`config.mk`:
```
export PLATFORM = sky130hd
export DESIGN_NAME = mips_decode_execute_flat
export DESIGN_NICKNAME = d
export VERILOG_FILES = /design/src/rtl/mips_decode_execute_pkg.sv /design/src/rtl/mips_decode_execute_if.sv /design/src/rtl/mips_decode_execute_alu.sv /design/src/rtl/mips_decode_execute.sv /design/src/flat_wrapper.sv
export SDC_FILE = /design/constraint.sdc
export NUM_CORES = 1
export LEC_CHECK = 0
export ABC_CLOCK_PERIOD_IN_PS = 2500
export BUFFER_PORTS_ARGS = -buffer_cell sky130_fd_sc_hd__buf_2
export CORE_UTILIZATION = 52
export CTS_CLUSTER_SIZE = 25
export DETAILED_ROUTE_END_ITERATION = 10
export MAX_ROUTING_LAYER = met4
export PLACE_DENSITY = 0.77
export SLEW_MARGIN = 20
export SYNTH_ARGS = -nofsm -noshare
export SYNTH_HDL_FRONTEND = slang
export SYNTH_SLANG_ARGS = --single-unit
```
`constraint.sdc`:
```
create_clock -name clk -period 2.5 [get_ports clk]
set_input_delay 0.125 -clock clk [delete_from_list [all_inputs] [get_ports clk]]
set_output_delay 0.125 -clock clk [all_outputs]
set_load 0.01 [all_outputs]
```
`src/rtl/mips_decode_execute_pkg.sv`:
```
// Shared constants and types for the MIPS decode/execute slice.
package mips_pkg;

  // Opcodes (instruction[31:26])
  localparam logic [5:0] OP_RTYPE = 6'b000000;
  localparam logic [5:0] OP_LW    = 6'b100011;
  localparam logic [5:0] OP_SW    = 6'b101011;
  localparam logic [5:0] OP_BEQ   = 6'b000100;
  localparam logic [5:0] OP_ADDI  = 6'b001000;

  // R-type funct field (instruction[5:0])
  localparam logic [5:0] FN_ADD = 6'b100000;
  localparam logic [5:0] FN_SUB = 6'b100010;
  localparam logic [5:0] FN_AND = 6'b100100;
  localparam logic [5:0] FN_OR  = 6'b100101;
  localparam logic [5:0] FN_SLT = 6'b101010;
  localparam logic [5:0] FN_NOR = 6'b100111;

  // ALUOp from the main decoder to the ALU control decoder
  typedef enum logic [1:0] {
    ALUOP_ADD   = 2'b00,
    ALUOP_SUB   = 2'b01,
    ALUOP_FUNCT = 2'b10,
    ALUOP_RSVD  = 2'b11
  } aluOp_e;

  // 4-bit ALU operation codes
  localparam logic [3:0] ALU_AND = 4'b0000;
  localparam logic [3:0] ALU_OR  = 4'b0001;
  localparam logic [3:0] ALU_ADD = 4'b0010;
  localparam logic [3:0] ALU_SUB = 4'b0110;
  localparam logic [3:0] ALU_SLT = 4'b0111;
  localparam logic [3:0] ALU_NOR = 4'b1100;
  localparam logic [3:0] ALU_INV = 4'b1111;

  // Main decoder output bundle, in datapath order
  typedef struct packed {
    logic   regDst;
    logic   aluSrc;
    logic   memToReg;
    logic   regWrite;
    logic   memRead;
    logic   memWrite;
    logic   branch;
    aluOp_e aluOp;
  } ctrl_t;

endpackage

```
`src/rtl/mips_decode_execute_if.sv`:
```
// Bus between the ID/EX boundary and the decode/execute slice.
interface mips_decode_execute_if #(
  parameter int WIDTH = 32
);
  logic [5:0]       opcode;
  logic [5:0]       funct;
  logic [WIDTH-1:0] rs_data;
  logic [WIDTH-1:0] rt_data;
  logic [WIDTH-1:0] imm_ext;
  logic             reg_dst;
  logic             branch;
  logic             mem_read;
  logic             mem_to_reg;
  logic             mem_write;
  logic             alu_src;
  logic             reg_write;
  logic [1:0]       alu_op;
  logic [3:0]       alu_ctl;
  logic [WIDTH-1:0] result_q;
  logic             zero_q;

  modport master (
    output opcode, funct, rs_data, rt_data, imm_ext,
    input  reg_dst, branch, mem_read, mem_to_reg, mem_write, alu_src,
           reg_write, alu_op, alu_ctl, result_q, zero_q
  );

  modport slave (
    input  opcode, funct, rs_data, rt_data, imm_ext,
    output reg_dst, branch, mem_read, mem_to_reg, mem_write, alu_src,
           reg_write, alu_op, alu_ctl, result_q, zero_q
  );
endinterface

```
`src/rtl/mips_decode_execute_alu.sv`:
```
// Combinational WIDTH-bit ALU; undefined codes yield zero.
module mips_alu_core
  import mips_pkg::*;
#(
  parameter int WIDTH = 32
) (
  input  logic signed [WIDTH-1:0] a,
  input  logic signed [WIDTH-1:0] b,
  input  logic        [3:0]       ctl,
  output logic signed [WIDTH-1:0] result,
  output logic                    zero
);

  // Operation select; add/sub wrap naturally at WIDTH bits
  always_comb begin
    result = '0;
    case (ctl)
      ALU_AND: result = a & b;
      ALU_OR:  result = a | b;
      ALU_ADD: result = a + b;
      ALU_SUB: result = a - b;
      ALU_SLT: result = {{(WIDTH-1){1'b0}}, (a < b)};
      ALU_NOR: result = ~(a | b);
      default: result = '0;
    endcase
  end

  assign zero = (result == '0);

endmodule

```
`src/rtl/mips_decode_execute.sv`:
```
// Decode-and-execute slice: main control, ALU control, operand mux,
// ALU and a single result register feeding EX/MEM.
module mips_decode_execute
  import mips_pkg::*;
#(
  parameter int WIDTH = 32
) (
  input logic                 clk,
  input logic                 rst_n,
  mips_decode_execute_if.slave bus
);

  ctrl_t                   ctrl;
  logic [3:0]              aluCtl;
  logic signed [WIDTH-1:0] opA_p0;
  logic signed [WIDTH-1:0] opB_p0;
  logic signed [WIDTH-1:0] aluResult_p0;
  logic                    aluZero_p0;
  logic [WIDTH-1:0]        result_p1;
  logic                    zero_p1;

  // Main control decode; unknown opcodes leave every control low
  always_comb begin
    ctrl = '{default: '0, aluOp: ALUOP_ADD};
    case (bus.opcode)
      OP_RTYPE: ctrl = '{regDst: 1'b1, aluSrc: 1'b0, memToReg: 1'b0, regWrite: 1'b1,
                         memRead: 1'b0, memWrite: 1'b0, branch: 1'b0, aluOp: ALUOP_FUNCT};
      OP_LW:    ctrl = '{regDst: 1'b0, aluSrc: 1'b1, memToReg: 1'b1, regWrite: 1'b1,
                         memRead: 1'b1, memWrite: 1'b0, branch: 1'b0, aluOp: ALUOP_ADD};
      OP_SW:    ctrl = '{regDst: 1'b0, aluSrc: 1'b1, memToReg: 1'b0, regWrite: 1'b0,
                         memRead: 1'b0, memWrite: 1'b1, branch: 1'b0, aluOp: ALUOP_ADD};
      OP_BEQ:   ctrl = '{regDst: 1'b0, aluSrc: 1'b0, memToReg: 1'b0, regWrite: 1'b0,
                         memRead: 1'b0, memWrite: 1'b0, branch: 1'b1, aluOp: ALUOP_SUB};
      OP_ADDI:  ctrl = '{regDst: 1'b0, aluSrc: 1'b1, memToReg: 1'b0, regWrite: 1'b1,
                         memRead: 1'b0, memWrite: 1'b0, branch: 1'b0, aluOp: ALUOP_ADD};
      default:  ctrl = '{default: '0, aluOp: ALUOP_ADD};
    endcase
  end

  // ALU control decode; the reserved ALUOp behaves like add
  always_comb begin
    aluCtl = ALU_ADD;
    case (ctrl.aluOp)
      ALUOP_ADD:  aluCtl = ALU_ADD;
      ALUOP_SUB:  aluCtl = ALU_SUB;
      ALUOP_RSVD: aluCtl = ALU_ADD;
      ALUOP_FUNCT: begin
        case (bus.funct)
          FN_ADD:  aluCtl = ALU_ADD;
          FN_SUB:  aluCtl = ALU_SUB;
          FN_AND:  aluCtl = ALU_AND;
          FN_OR:   aluCtl = ALU_OR;
          FN_SLT:  aluCtl = ALU_SLT;
          FN_NOR:  aluCtl = ALU_NOR;
          default: aluCtl = ALU_INV;
        endcase
      end
      default:    aluCtl = ALU_ADD;
    endcase
  end

  assign bus.reg_dst    = ctrl.regDst;
  assign bus.alu_src    = ctrl.aluSrc;
  assign bus.mem_to_reg = ctrl.memToReg;
  assign bus.reg_write  = ctrl.regWrite;
  assign bus.mem_read   = ctrl.memRead;
  assign bus.mem_write  = ctrl.memWrite;
  assign bus.branch     = ctrl.branch;
  assign bus.alu_op     = ctrl.aluOp;
  assign bus.alu_ctl    = aluCtl;

  // ---- stage p0: operand select and ALU ----
  assign opA_p0 = bus.rs_data;
  assign opB_p0 = ctrl.aluSrc ? bus.imm_ext : bus.rt_data;

  mips_alu_core #(.WIDTH(WIDTH)) u_alu (
    .a      (opA_p0),
    .b      (opB_p0),
    .ctl    (aluCtl),
    .result (aluResult_p0),
    .zero   (aluZero_p0)
  );

  // ---- stage p1: EX/MEM result register ----
  // Capture result and zero flag; reset clears them asynchronously
  always_ff @(posedge clk or negedge rst_n) begin
    if (!rst_n) begin
      result_p1 <= '0;
      zero_p1   <= 1'b0;
    end else begin
      result_p1 <= aluResult_p0;
      zero_p1   <= aluZero_p0;
    end
  end

  assign bus.result_q = result_p1;
  assign bus.zero_q   = zero_p1;

endmodule

```
`src/flat_wrapper.sv`:
```
// flat-port wrapper written by rule: the top's interface ports become plain ports
module mips_decode_execute_flat import mips_pkg::*;
#(
  parameter int WIDTH = 32
)
  (clk, rst_n, bus_opcode, bus_funct, bus_rs_data, bus_rt_data, bus_imm_ext, bus_reg_dst, bus_branch, bus_mem_read, bus_mem_to_reg, bus_mem_write, bus_alu_src, bus_reg_write, bus_alu_op, bus_alu_ctl, bus_result_q, bus_zero_q);
  mips_decode_execute_if #(.WIDTH(WIDTH)) bus_i ();
  input logic clk;
  input logic rst_n;
  input wire logic [$bits(bus_i.opcode)-1:0] bus_opcode;
  input wire logic [$bits(bus_i.funct)-1:0] bus_funct;
  input wire logic [$bits(bus_i.rs_data)-1:0] bus_rs_data;
  input wire logic [$bits(bus_i.rt_data)-1:0] bus_rt_data;
  input wire logic [$bits(bus_i.imm_ext)-1:0] bus_imm_ext;
  output wire logic [$bits(bus_i.reg_dst)-1:0] bus_reg_dst;
  output wire logic [$bits(bus_i.branch)-1:0] bus_branch;
  output wire logic [$bits(bus_i.mem_read)-1:0] bus_mem_read;
  output wire logic [$bits(bus_i.mem_to_reg)-1:0] bus_mem_to_reg;
  output wire logic [$bits(bus_i.mem_write)-1:0] bus_mem_write;
  output wire logic [$bits(bus_i.alu_src)-1:0] bus_alu_src;
  output wire logic [$bits(bus_i.reg_write)-1:0] bus_reg_write;
  output wire logic [$bits(bus_i.alu_op)-1:0] bus_alu_op;
  output wire logic [$bits(bus_i.alu_ctl)-1:0] bus_alu_ctl;
  output wire logic [$bits(bus_i.result_q)-1:0] bus_result_q;
  output wire logic [$bits(bus_i.zero_q)-1:0] bus_zero_q;
  assign bus_i.opcode = bus_opcode;
  assign bus_i.funct = bus_funct;
  assign bus_i.rs_data = bus_rs_data;
  assign bus_i.rt_data = bus_rt_data;
  assign bus_i.imm_ext = bus_imm_ext;
  assign bus_reg_dst = bus_i.reg_dst;
  assign bus_branch = bus_i.branch;
  assign bus_mem_read = bus_i.mem_read;
  assign bus_mem_to_reg = bus_i.mem_to_reg;
  assign bus_mem_write = bus_i.mem_write;
  assign bus_alu_src = bus_i.alu_src;
  assign bus_reg_write = bus_i.reg_write;
  assign bus_alu_op = bus_i.alu_op;
  assign bus_alu_ctl = bus_i.alu_ctl;
  assign bus_result_q = bus_i.result_q;
  assign bus_zero_q = bus_i.zero_q;
  mips_decode_execute #(.WIDTH(WIDTH)) u_core (.clk(clk), .rst_n(rst_n), .bus(bus_i));
endmodule
```
==> summary.md, run 1 <==
| Metric | Value |
|---|---|
| Longest Clk Path Bufs | 2 |
| Clock tree sinks | 33 |
| Post-Syn Area | 0.007363 mm2 |
| Number of port buffers | 155 |
| Status | did not finish |
| Fail Step | clock tree synthesis |
| Starting density of the core | 53.25% |
| Syn avg cell area | 6.986 um2 |
| Yosys cell types | 92 |
| Synthesized flop and latch total | 33 |
| Yosys warns | 0 |
| DP HPWL | 27890 um |
| Num CTS Buffers | 5 |
| Async SR Flop Fraction | 100.0% |
| Syn_nets | 1272 |
| Height of the die | 121.0 um |
| First error | [ERROR DPL-0038] Utilization greater than 100%, impossible to legalize |
| # rows | 43 |
| Setup repair bufs after CTS | 76 |
| Root Driver | clkbuf_16 |
| CTS resizes | 318 |
| Cell count after synthesis | 1054 |
| # IOs | 156 |
| Die Wd | 121.0 um |
| # hold bufs at CTS | 1 |
| Primary FF master, synth | dfrtp_1 |
| GPL Wtd Cong | 1.128 |
| Post-synth EDFFs | 0 |
| H-tree levels | 2 |
| Register area share after synthesis | 11.21% |
==> cells in the mapped netlist, types with 7 or more instances <==
cell type,number,area [um2]
a211oi_1,15,112.6
a21o_1,12,90.09
a21oi_1,73,365.4
a221o_1,9,90.09
a221oi_1,30,262.8
a311oi_1,7,61.31
a31oi_1,13,81.33
and2_1,8,50.05
buf_2,22,110.1
clkbuf_1,24,90.09
dfrtp_1,33,825.8
ha_1,106,1326
inv_1,105,394.1
nand2_1,156,585.6
nand2b_1,13,81.33
nand3_1,19,95.09
nand4_1,9,56.30
nor2_1,92,345.3
nor2b_1,14,87.58
nor3_1,24,120.1
nor4_1,12,75.07
o211ai_1,12,90.09
o21ai_0,37,185.2
o21ai_1,8,40.04
o21bai_1,11,82.58
o221a_2,9,101.4
o31ai_1,19,142.6
xnor2_1,9,78.83
==> metrics by stage <==
stage / cells / worst slack (ns) / area [um2] / utilization [%]
after floorplan: 1054 / -1.452 / 7786 / -
after global placement: 1766 / -2.050 / 11720 / 84.73
after detailed placement: 1766 / -2.252 / 11720 / 84.73
==> cells by family after synthesis <==
logic type / count (synthesis) / share of synthesized area [%]
buf+inv: 167 / 9.312
compound gates: 343 / 34.29
mux: 4 / 0.5777
simple gates: 390 / 24.98
xor+xnor: 9 / 1.071
flops: 33 / 11.21
fa+ha+maj: 108 / 18.56
==> inputs of run 2 (changes only) <==
--- a/config.mk
+++ b/config.mk
@@ -7,11 +7,9 @@
 export LEC_CHECK = 0
 export ABC_CLOCK_PERIOD_IN_PS = 2500
 export BUFFER_PORTS_ARGS = -buffer_cell sky130_fd_sc_hd__buf_2
-export CORE_UTILIZATION = 52
-export CTS_CLUSTER_SIZE = 25
+export CORE_UTILIZATION = 37
 export DETAILED_ROUTE_END_ITERATION = 10
-export MAX_ROUTING_LAYER = met4
-export PLACE_DENSITY = 0.77
+export PLACE_DENSITY_LB_ADDON = 0.15
 export SLEW_MARGIN = 20
 export SYNTH_ARGS = -nofsm -noshare
 export SYNTH_HDL_FRONTEND = slang
==> summary.md, run 2 <==
| Metric | Value |
|---|---|
| Status | finished with violations |
| Failing checks | negative setup slack |
| Height of the die | 143.1 um (+18%) |
| Grt ovf | 0 |
| Commonest non-fill, non-tap cell in the layout | buf_4 |
| Cell count after synthesis | 1054 (unchanged) |
| Syn avg cell area | 6.986 um2 (unchanged) |
| Pleak | 7.062 nW |
| Yosys top cell by area | ha_1 |
| Drc violations | 0 |
| # IOs | 156 (unchanged) |
| Final worst-path cycle share | 167.9% |
| WL final | 37810 um |
| Worst Setup SP | bus_opcode[5] |
| Via count | 10701 |
| CP Class | input port to register |
| Worst endpoint required time | 2.69 ns |
| Finished Cell Area | 0.01435 mm2 |
| Num CTS Buffers | 5 (unchanged) |
| GR Util All Layers | 35.63% |
| Share of final-layout standard cells stronger than drive strength 1 | 57.89% |
| Yosys warns | 0 (unchanged) |
| First-pass GRT wire length | 55750 um |
| Vias in the first global route | 10206 |
| GPL Wtd Cong | 1.003 (-11%) |
| Worst Hold Class | input port to register |
| Die Wd | 143.1 um (+18%) |
| Post-synth EDFFs | 0 (unchanged) |
| Synthesized flop and latch total | 33 (unchanged) |
| Vias/cell | 5.525 |
| Count leader, synth | nand2_1 |
| H-tree levels | 2 (unchanged) |
| DR iter-0 viols | 782 |
| Longest Clk Path Bufs | 2 (unchanged) |
| Post-Syn Area | 0.007363 mm2 (unchanged) |
| Core area | 0.01946 mm2 |
| Synthesis-to-layout area growth | 94.92% |
| Post-layout util | 73.74% |
| Number of port buffers | 155 (unchanged) |
| Worst Setup End Kind | register |
| Worst Tran Pin Value | 0.8849 ns |
| Die area | 0.02047 mm2 |
| Post-DR wirelength/cell | 19.52 um |
| Hold path start | bus_rs_data[29] |
| Top fanout value on the critical path | 7 |
| Sw frac | 42.18% |
| Starting density of the core | 37.83% (-15 points) |
| Pint | 2.945 mW |
| Type of origin of the critical path | input port |
| P_sw | 2.149 mW |
| Antenna viol nets, final | 0 |
| Power per cell area | 354.9 mW/mm2 |
| Slowest-stage cell, CP | a2111oi_4 |
| Primary FF master, synth | dfrtp_1 |
| ANT cells | 0 |
| Register Area | 825.8 um2 |
| Final max-slew violation count | 0 |
| Largest net degree at the start of global routing | 34 |
| Max_cap viols | 0 |
| Fillers | 1515 |
| Unrepaired setup endpoints after global routing | yes |
| Worst Path Arrival | 4.39 ns |
| Commonest cells after routing, fill and taps aside | buf_4, buf_2, nand2_1, inv_1, nor2_1 |
| Final Power | 5.094 mW |
| Reg clk slew, reported paths | 0.06 ns |
| Slowest cell delay on critical path | 0.40 ns |
| Placed inst area | 0.01192 mm2 (+1.7%) |
| Min Clock Period, post-route | 4.198 ns |
| Share of the synthesized area in the top cell type | 18.01% (unchanged) |
| # rows | 51 (+19%) |
| Register area share after synthesis | 11.21% (unchanged) |
| Yosys cell types | 92 (unchanged) |
| Top cells by area, synth | ha_1, dfrtp_1, nand2_1, inv_1, a21oi_1 |
| Gate power share | 74.8% |
| Syn_nets | 1272 (unchanged) |
| Multi-input gate area | 0.007707 mm2 |
| Initial antenna violation count | 0 |
| Clock power frac | 12.2% |
| CTS tree | done |
| CP most frequent cell | buf_4 |
| Commonest cells post-synth | nand2_1, ha_1, inv_1, nor2_1, a21oi_1 |
| Final WS setup | -1.698 ns |
| Slew HR | 41.01% |
| Fmax | 238.2 MHz |
| Max reg flops | 32 |
| Final Setup Violations | 31 |
| Final Hold Viols | 0 |
| Seq pwr share | 13.1% |
| Max VDD drop | 0.2263 mV |
| Root Driver | clkbuf_16 |
| Async SR Flop Fraction | 100.0% (unchanged) |
| Layout net count | 1889 |
| Clock tree sinks | 33 (unchanged) |
| DRT Pass-1 Iters | 5 |
| DP HPWL | 29450 um (+5.6%) |
[run 2: cell counts after synthesis]
Identical to the previous run, type by type.
[run 2: power groups by stage]
stage	Sequential (mW)	Combinational (mW)	Clock, mW
2_1_floorplan	0.742	1.32	0
3_3_place_gp	0.675	2.88	0
3_5_place_dp	0.676	2.89	0
4_1_cts	0.667	3.44	0.624
5_1_grt	0.680	4.04	0.648
6_report	0.665	3.81	0.620
[run 2: area by class of cell]
type                       instances  share of cell area, %
clock buffer                       6                 0.8979
clock inverter                     2                0.06974
multi-input combinational        854                  53.70
inverter                         109                  2.920
timing repair buffer             668                  34.35
sequential                        33                  5.754
tap                              265                  2.310
[run 2: kinds of logic (layout without fill, tap and decap cells)]
group | Yosys count | after routing | synth area share [%]
AND/OR/NAND/NOR | 390 | 390 | 24.98
AO/OA/AOI/OAI | 343 | 343 | 34.29
buffers and inverters | 167 | 785 | 9.312
adder cells (fa/ha/maj) | 108 | 108 | 18.56
flip-flops | 33 | 33 | 11.21
XOR/XNOR | 9 | 9 | 1.071
multiplexers | 4 | 4 | 0.5777
[run 2: path summary, 6_finish.rpt]
check / to / slack (ns) / depth (start not counted)
max in group asynchronous: u_core.bus.result_q[18] / 1.52 / 2
worst min-delay path: u_core.bus.zero_q / 0.41 / 6
min in group asynchronous: u_core.bus.result_q[31] / 0.45 / 2
worst max-delay path: u_core.bus.zero_q / -1.70 / 25
[run 2: per-stage QoR]
stage                     hold WS [ns]  cells  setup WS, ns  setup TNS (ns)
after floorplan                -0.1706   1054        -1.452          -17.93
after global placement          0.2377   1864        -2.493          -42.36
after detailed placement        0.2490   1864        -2.475          -42.38
after CTS                       0.4083   1919        -1.667          -27.79
after global routing            0.4320   1937        -1.787          -29.93
final                           0.4141   1937        -1.698          -26.87
[run 2: timing repair]
| action | 4_1_cts | 5_1_grt |
|---|---|---|
| pin swaps | 101 | 65 |
| setup buffers | 48 | 22 |
| gates resized for setup | 238 | 141 |
| endpoints found under the setup margin | 34 | 35 |
| hold endpoints to repair | 33 | 0 |
| hold buffers | 1 | 0 |
[run 2: metal layers]
| layer | part of all wire [%] | global-route usage, % |
|---|---|---|
| met2 | 44 | 56.77 |
| met3 | 6.7 | 2.649 |
| met1 | 45 | 50.17 |
| met4 | 3.5 | 12.17 |
| met5 | 0 | 0 |
[run 2: worst max-delay path: cells and delay by family]
family	cells	cell delay, ns
simple gates	8	1.42
fa+ha+maj	1	0.25
buf+inv	8	0.98
compound gates	8	1.57
No activity file was read; power rests on OpenSTA's default activity.
==> inputs of run 3 (changes only) <==
--- a/config.mk
+++ b/config.mk
@@ -7,7 +7,9 @@
 export LEC_CHECK = 0
 export ABC_CLOCK_PERIOD_IN_PS = 2500
 export BUFFER_PORTS_ARGS = -buffer_cell sky130_fd_sc_hd__buf_2
+export CORE_ASPECT_RATIO = 0.5
 export CORE_UTILIZATION = 37
+export CTS_CLUSTER_DIAMETER = 30
 export DETAILED_ROUTE_END_ITERATION = 10
 export PLACE_DENSITY_LB_ADDON = 0.15
 export SLEW_MARGIN = 20
==> summary.md, run 3 (same netlist as run 2, synthesis figures left out) <==
| Metric | Value |
|---|---|
| Number of port buffers | 155 (unchanged) |
| Worst Setup End Kind | register |
| Commonest cells after routing, fill and taps aside | buf_4, buf_2, nand2_1, inv_1, nor2_1 |
| Grt ovf | 0 (unchanged) |
| Share of final-layout standard cells stronger than drive strength 1 | 56.86% (-1.0 points) |
| Final Power | 5.002 mW (-1.8%) |
| Worst Tran Pin Value | 0.7592 ns (-0.1257 ns) |
| Worst endpoint required time | 2.69 ns (about the same) |
| Longest Clk Path Bufs | 2 (unchanged) |
| # rows | 36 (-29%) |
| Max reg flops | 32 (unchanged) |
| # IOs | 156 (unchanged) |
| Height of the die | 101.8 um (-29%) |
| Final max-slew violation count | 0 (unchanged) |
| DRT Pass-1 Iters | 5 (unchanged) |
| Type of origin of the critical path | input port |
| Worst Hold Class | input port to register |
| Pleak | 7.059 nW (about the same) |
| Cell Count Post-Placement | 1861 (-0.16%) |
| Final WS setup | -1.702 ns (-0.004710 ns) |
| Top fanout value on the critical path | 4 (-3) |
| Final worst-path cycle share | 168.1% (+0.19 points) |
| CTS tree | done |
| Initial antenna violation count | 0 (unchanged) |
| Commonest non-fill, non-tap cell in the layout | buf_4 |
| Core area | 0.01946 mm2 (about the same) |
| ANT cells | 0 (unchanged) |
| Vias in the first global route | 10277 (+0.70%) |
| Largest net degree at the start of global routing | 34 (unchanged) |
| Slew HR | 49.38% (+8.4 points) |
| Reg clk slew, reported paths | 0.05 ns (about the same) |
| Antenna viol nets, final | 0 (unchanged) |
| Starting density of the core | 37.84% (about the same) |
| Layout net count | 1886 (-0.16%) |
| Power per cell area | 349.1 mW/mm2 (-1.6%) |
| WL final | 38160 um (+0.92%) |
| Final Setup Violations | 32 (+3.2%) |
| Clock tree sinks | 33 (unchanged) |
| Fmax | 238.0 MHz (-0.11%) |
| Finished Layout Cells | 1935 (-0.10%) |
| Via count | 10770 (+0.64%) |
| Failing checks | negative setup slack |
| H-tree levels | 2 (unchanged) |
| Num CTS Buffers | 5 (unchanged) |
| CP Class | input port to register |
| Die Wd | 201.5 um (+41%) |
| Status | finished with violations |
| Max VDD drop | 0.2736 mV (+21%) |
| Unrepaired setup endpoints after global routing | yes |
| Min Clock Period, post-route | 4.202 ns (+0.004710 ns) |
| DP HPWL | 29650 um (+0.67%) |
| Die area | 0.02050 mm2 (+0.17%) |
| Drc violations | 0 (unchanged) |
| GPL Wtd Cong | 0.9815 (-2.1%) |
| Post-DR wirelength/cell | 19.72 um (+1.0%) |
| Max_cap viols | 0 (unchanged) |
| GR Util All Layers | 35.19% (-0.43 points) |
| Vias/cell | 5.566 (+0.75%) |
| Final Hold Viols | 0 (unchanged) |
| First-pass GRT wire length | 56010 um (+0.47%) |
| Pre-CTS setup slack | -2.337 ns (+0.1378 ns) |
| Worst Path Arrival | 4.39 ns (about the same) |
| Root Driver | clkbuf_16 |
| DR iter-0 viols | 770 (-1.5%) |
| Synthesis-to-layout area growth | 94.60% |
==> run 3: final cells by class <==
class | count | area, um2
fillers | 1510 | 5130
multi-input cells | 854 | 7646
flip-flops and latches | 33 | 825.8
clock buffers | 6 | 128.9
repair buffers | 665 | 4961
inverters | 109 | 424.2
well taps | 266 | 332.8
clock inverters | 2 | 10.01
==> run 3: worst paths after layout <==
path | from | to | slack [ns] | depth (start not counted)
worst max-delay path | bus_opcode[1] | u_core.bus.zero_q | -1.70 | 25
max in group asynchronous | rst_n | u_core.bus.result_q[14] | 1.55 | 2
min in group asynchronous | rst_n | u_core.bus.result_q[30] | 0.46 | 2
worst min-delay path | bus_rs_data[29] | u_core.bus.zero_q | 0.45 | 6
==> run 3: report_power, final <==
part           total, mW  switching, mW  internal (mW)
Sequential         0.674         0.0306          0.643
Combinational       3.74           1.86           1.88
Clock              0.589          0.224          0.365
==> run 3: layer usage <==
layer | part of all wire (%) | GRT usage, % | vias to the layer above
li1 | - | - | 5042
met1 | 43 | 45.19 | 5179
met3 | 6.9 | 6.821 | 102
met4 | 3.4 | 12.70 | 0
met2 | 47 | 59.31 | 447
met5 | 0 | 0 | -
==> run 3: per-stage QoR <==
| step | hold slack (ns) | area, um2 | TNS [ns] | util [%] |
|---|---|---|---|---|
| after floorplan | -0.1706 | 7786 | -17.93 | - |
| final | 0.4504 | 14330 | -28.39 | 73.64 |
| after global routing | 0.4948 | 14330 | -31.57 | 73.64 |
| after global placement | 0.2129 | 11890 | -43.47 | 61.11 |
| after CTS | 0.4439 | 13530 | -25.51 | 69.55 |
| after detailed placement | 0.2289 | 11890 | -44.72 | 61.11 |
==> run 3: what timing repair did <==
item                                   in CTS  in global routing
gates resized for setup                   246                123
pin swaps                                  72                 73
hold buffers                                1                  0
setup buffers                              39                 35
endpoints found under the hold margin      33                  0
setup endpoints to repair                  33                 35
gates cloned                                2                  1
==> run 3: critical path: stages <==
cell	delay [ns]
buf_6	0.09
or3_4	0.39
o21ai_4	0.17
nand2_4	0.12
inv_8	0.10
buf_6	0.13
buf_6	0.10
nand2_2	0.04
nand2_2	0.10
inv_4	0.05
buf_6	0.12
buf_6	0.10
fa_2	0.36
nor2b_4	0.16
o2111a_2	0.23
o21a_4	0.18
o211ai_4	0.15
buf_4	0.17
o21ai_1	0.20
o221a_2	0.27
o21ai_4	0.08
nand4b_1	0.31
nor4_2	0.36
nand2_1	0.14
nor4_2	0.14
==> inputs of run 4 (changes only) <==
--- a/config.mk
+++ b/config.mk
@@ -8,7 +8,7 @@
 export ABC_CLOCK_PERIOD_IN_PS = 2500
 export BUFFER_PORTS_ARGS = -buffer_cell sky130_fd_sc_hd__buf_2
 export CORE_ASPECT_RATIO = 0.5
-export CORE_UTILIZATION = 37
+export CORE_UTILIZATION = 35
 export CTS_CLUSTER_DIAMETER = 30
 export DETAILED_ROUTE_END_ITERATION = 10
 export PLACE_DENSITY_LB_ADDON = 0.15
==> summary.md, run 4 (same netlist as run 2, synthesis figures left out) <==
| Metric | Value |
|---|---|
| Via count | 10554 (-2.0%) |
| Type of origin of the critical path | input port |
| Global-route met3 utilization | 2.615% (-4.2 points) |
| Number of port buffers | 155 (unchanged) |
| Max_cap viols | 0 (unchanged) |
| First-pass GRT wire length | 56660 um (+1.2%) |
| Root Driver | clkbuf_16 |
| Finished Cell Area | 0.01393 mm2 (-2.8%) |
| Max VDD drop | 0.3090 mV (+13%) |
| Unrepaired setup endpoints after global routing | yes |
| Final Hold Viols | 0 (unchanged) |
| Commonest non-fill, non-tap cell in the layout | buf_4 |
| Placed inst area | 0.01197 mm2 (+0.62%) |
| Failing checks | negative setup slack |
| Slowest cell delay on critical path | 0.42 ns (+0.03 ns) |
| Fmax | 240.3 MHz (+0.99%) |
| Synthesis-to-layout area growth | 89.21% |
| Fillers | 1715 (+14%) |
| GR Util All Layers | 33.39% (-1.8 points) |
| CTS tree | done |
| Reg clk slew, reported paths | 0.06 ns (about the same) |
| # IOs | 156 (unchanged) |
| Final Setup Violations | 31 (-3.1%) |
| Pleak | 6.953 nW (-1.5%) |
| Top fanout value on the critical path | 8 (+4) |
| Die area | 0.02166 mm2 (+5.6%) |
| Worst Path Arrival | 4.35 ns (-0.04 ns) |
| Longest Clk Path Bufs | 2 (unchanged) |
| Final WS setup | -1.661 ns (+0.04108 ns) |
| WL final | 37720 um (-1.2%) |
| Share of final-layout standard cells stronger than drive strength 1 | 55.51% (-1.4 points) |
| Worst endpoint required time | 2.69 ns (about the same) |
| CP Class | input port to register |
| ANT cells | 0 (unchanged) |
| DP HPWL | 30490 um (+2.8%) |
| Slew HR | 46.45% (-2.9 points) |
| Vias/cell | 5.457 (-2.0%) |
| Final max-slew violation count | 0 (unchanged) |
| Met1 Track Usage GR | 46.17% (+0.97 points) |
| Core area | 0.02060 mm2 (+5.9%) |
| Largest net degree at the start of global routing | 34 (unchanged) |
| Post-layout util | 67.63% (-6.0 points) |
| Worst Hold Class | input port to register |
| Routing usage on met2 | 57.22% (-2.1 points) |
| DRT Pass-1 Iters | 7 (+2) |
| Final Power | 4.990 mW (-0.24%) |
| Worst Tran Pin Value | 0.8033 ns (+0.04406 ns) |
| Worst Setup End Kind | register |
| Initial antenna violation count | 0 (unchanged) |
| Grt ovf | 0 (unchanged) |
| Die Wd | 207.1 um (+2.8%) |
| Commonest cells after routing, fill and taps aside | buf_4, buf_2, nand2_1, inv_1 |
| Starting density of the core | 35.74% (-2.1 points) |
| Final worst-path cycle share | 166.5% (-1.6 points) |
| Max reg flops | 32 (unchanged) |
| Most used routing layer | met2 |
| Hold slack final | 0.4276 ns (-0.02289 ns) |
| Crit path max-delay family | simple AND/OR/NAND/NOR gates |
| GPL Wtd Cong | 0.9780 (-0.36%) |
| Buf+Inv Stages, Crit Path | 9 (+1) |
| Post-DR wirelength/cell | 19.50 um (-1.1%) |
| Power per cell area | 358.2 mW/mm2 (+2.6%) |
| # rows | 37 (+2.8%) |
| H-tree levels | 2 (unchanged) |
| Slowest-stage cell, CP | a2111oi_4 |
| Num CTS Buffers | 5 (unchanged) |
| Status | finished with violations |
| Height of the die | 104.6 um (+2.8%) |
| Setup TNS | -27.38 ns (+1.014 ns) |
| Clock tree sinks | 33 (unchanged) |
| Layout net count | 1878 (-0.42%) |
| Vias in the first global route | 10314 (+0.36%) |
| Antenna viol nets, final | 0 (unchanged) |
| Drc violations | 0 (unchanged) |
| DR iter-0 viols | 707 (-8.2%) |
| Min Clock Period, post-route | 4.161 ns (-0.04108 ns) |
-- run 4: cell count changes in the layout (fill, tap and decap cells not counted), sizes merged --
cell    change
clkinv      -2
bufinv      +1
buf         -7
-- run 4: area by class of cell --
| type | count | area [um2] | area share, % |
|---|---|---|---|
| clock buffers | 7 | 142.6 | 1.024 |
| clock inverters | 1 | 30.03 | 0.2155 |
| inverters | 109 | 419.2 | 3.009 |
| multi-input cells | 854 | 7388 | 53.03 |
| flip-flops and latches | 33 | 825.8 | 5.927 |
| well taps | 273 | 341.6 | 2.452 |
| repair buffers | 657 | 4785 | 34.34 |
-- run 4: metrics by stage --
step                std cells  setup slack (ns)
finish                   1934            -1.661
global placement         1875            -2.333
detailed placement       1875            -2.457
CTS                      1927            -1.597
floorplan                1054            -1.452
global route             1934            -1.884
-- run 4: repair_timing --
| action | in CTS | in global routing |
|---|---|---|
| pin swaps | 96 | 50 |
| endpoints found under the setup margin | 34 | 35 |
| cloned | 0 | 0 |
| hold endpoints to repair | 33 | 0 |
| resized for setup | 199 | 94 |
| buffers inserted | 45 | 10 |
| hold buffers | 1 | 0 |
-- run 4: path summary, 6_finish.rpt --
check / startpoint / end / slack, ns / cells after the start
max: bus_opcode[5] / u_core.bus.zero_q / -1.66 / 26
min: bus_rs_data[27] / u_core.bus.zero_q / 0.43 / 6
max in group asynchronous: rst_n / u_core.bus.result_q[9] / 1.51 / 2
min in group asynchronous: rst_n / u_core.bus.result_q[25] / 0.47 / 2
-- run 4: power by group --
group,leakage [nW],internal [mW],switching (mW)
clock,0.0841,0.498,0.246
combinational,6.49,1.79,1.78
sequential,0.380,0.643,0.0326
total,6.95,2.94,2.05
-- run 4: routing by layer --
layer,part of all wire [%],vias to the layer above
li1,-,5040
met1,45,5091
met2,47,374
met3,6.6,49
met4,2.0,0
met5,0,-
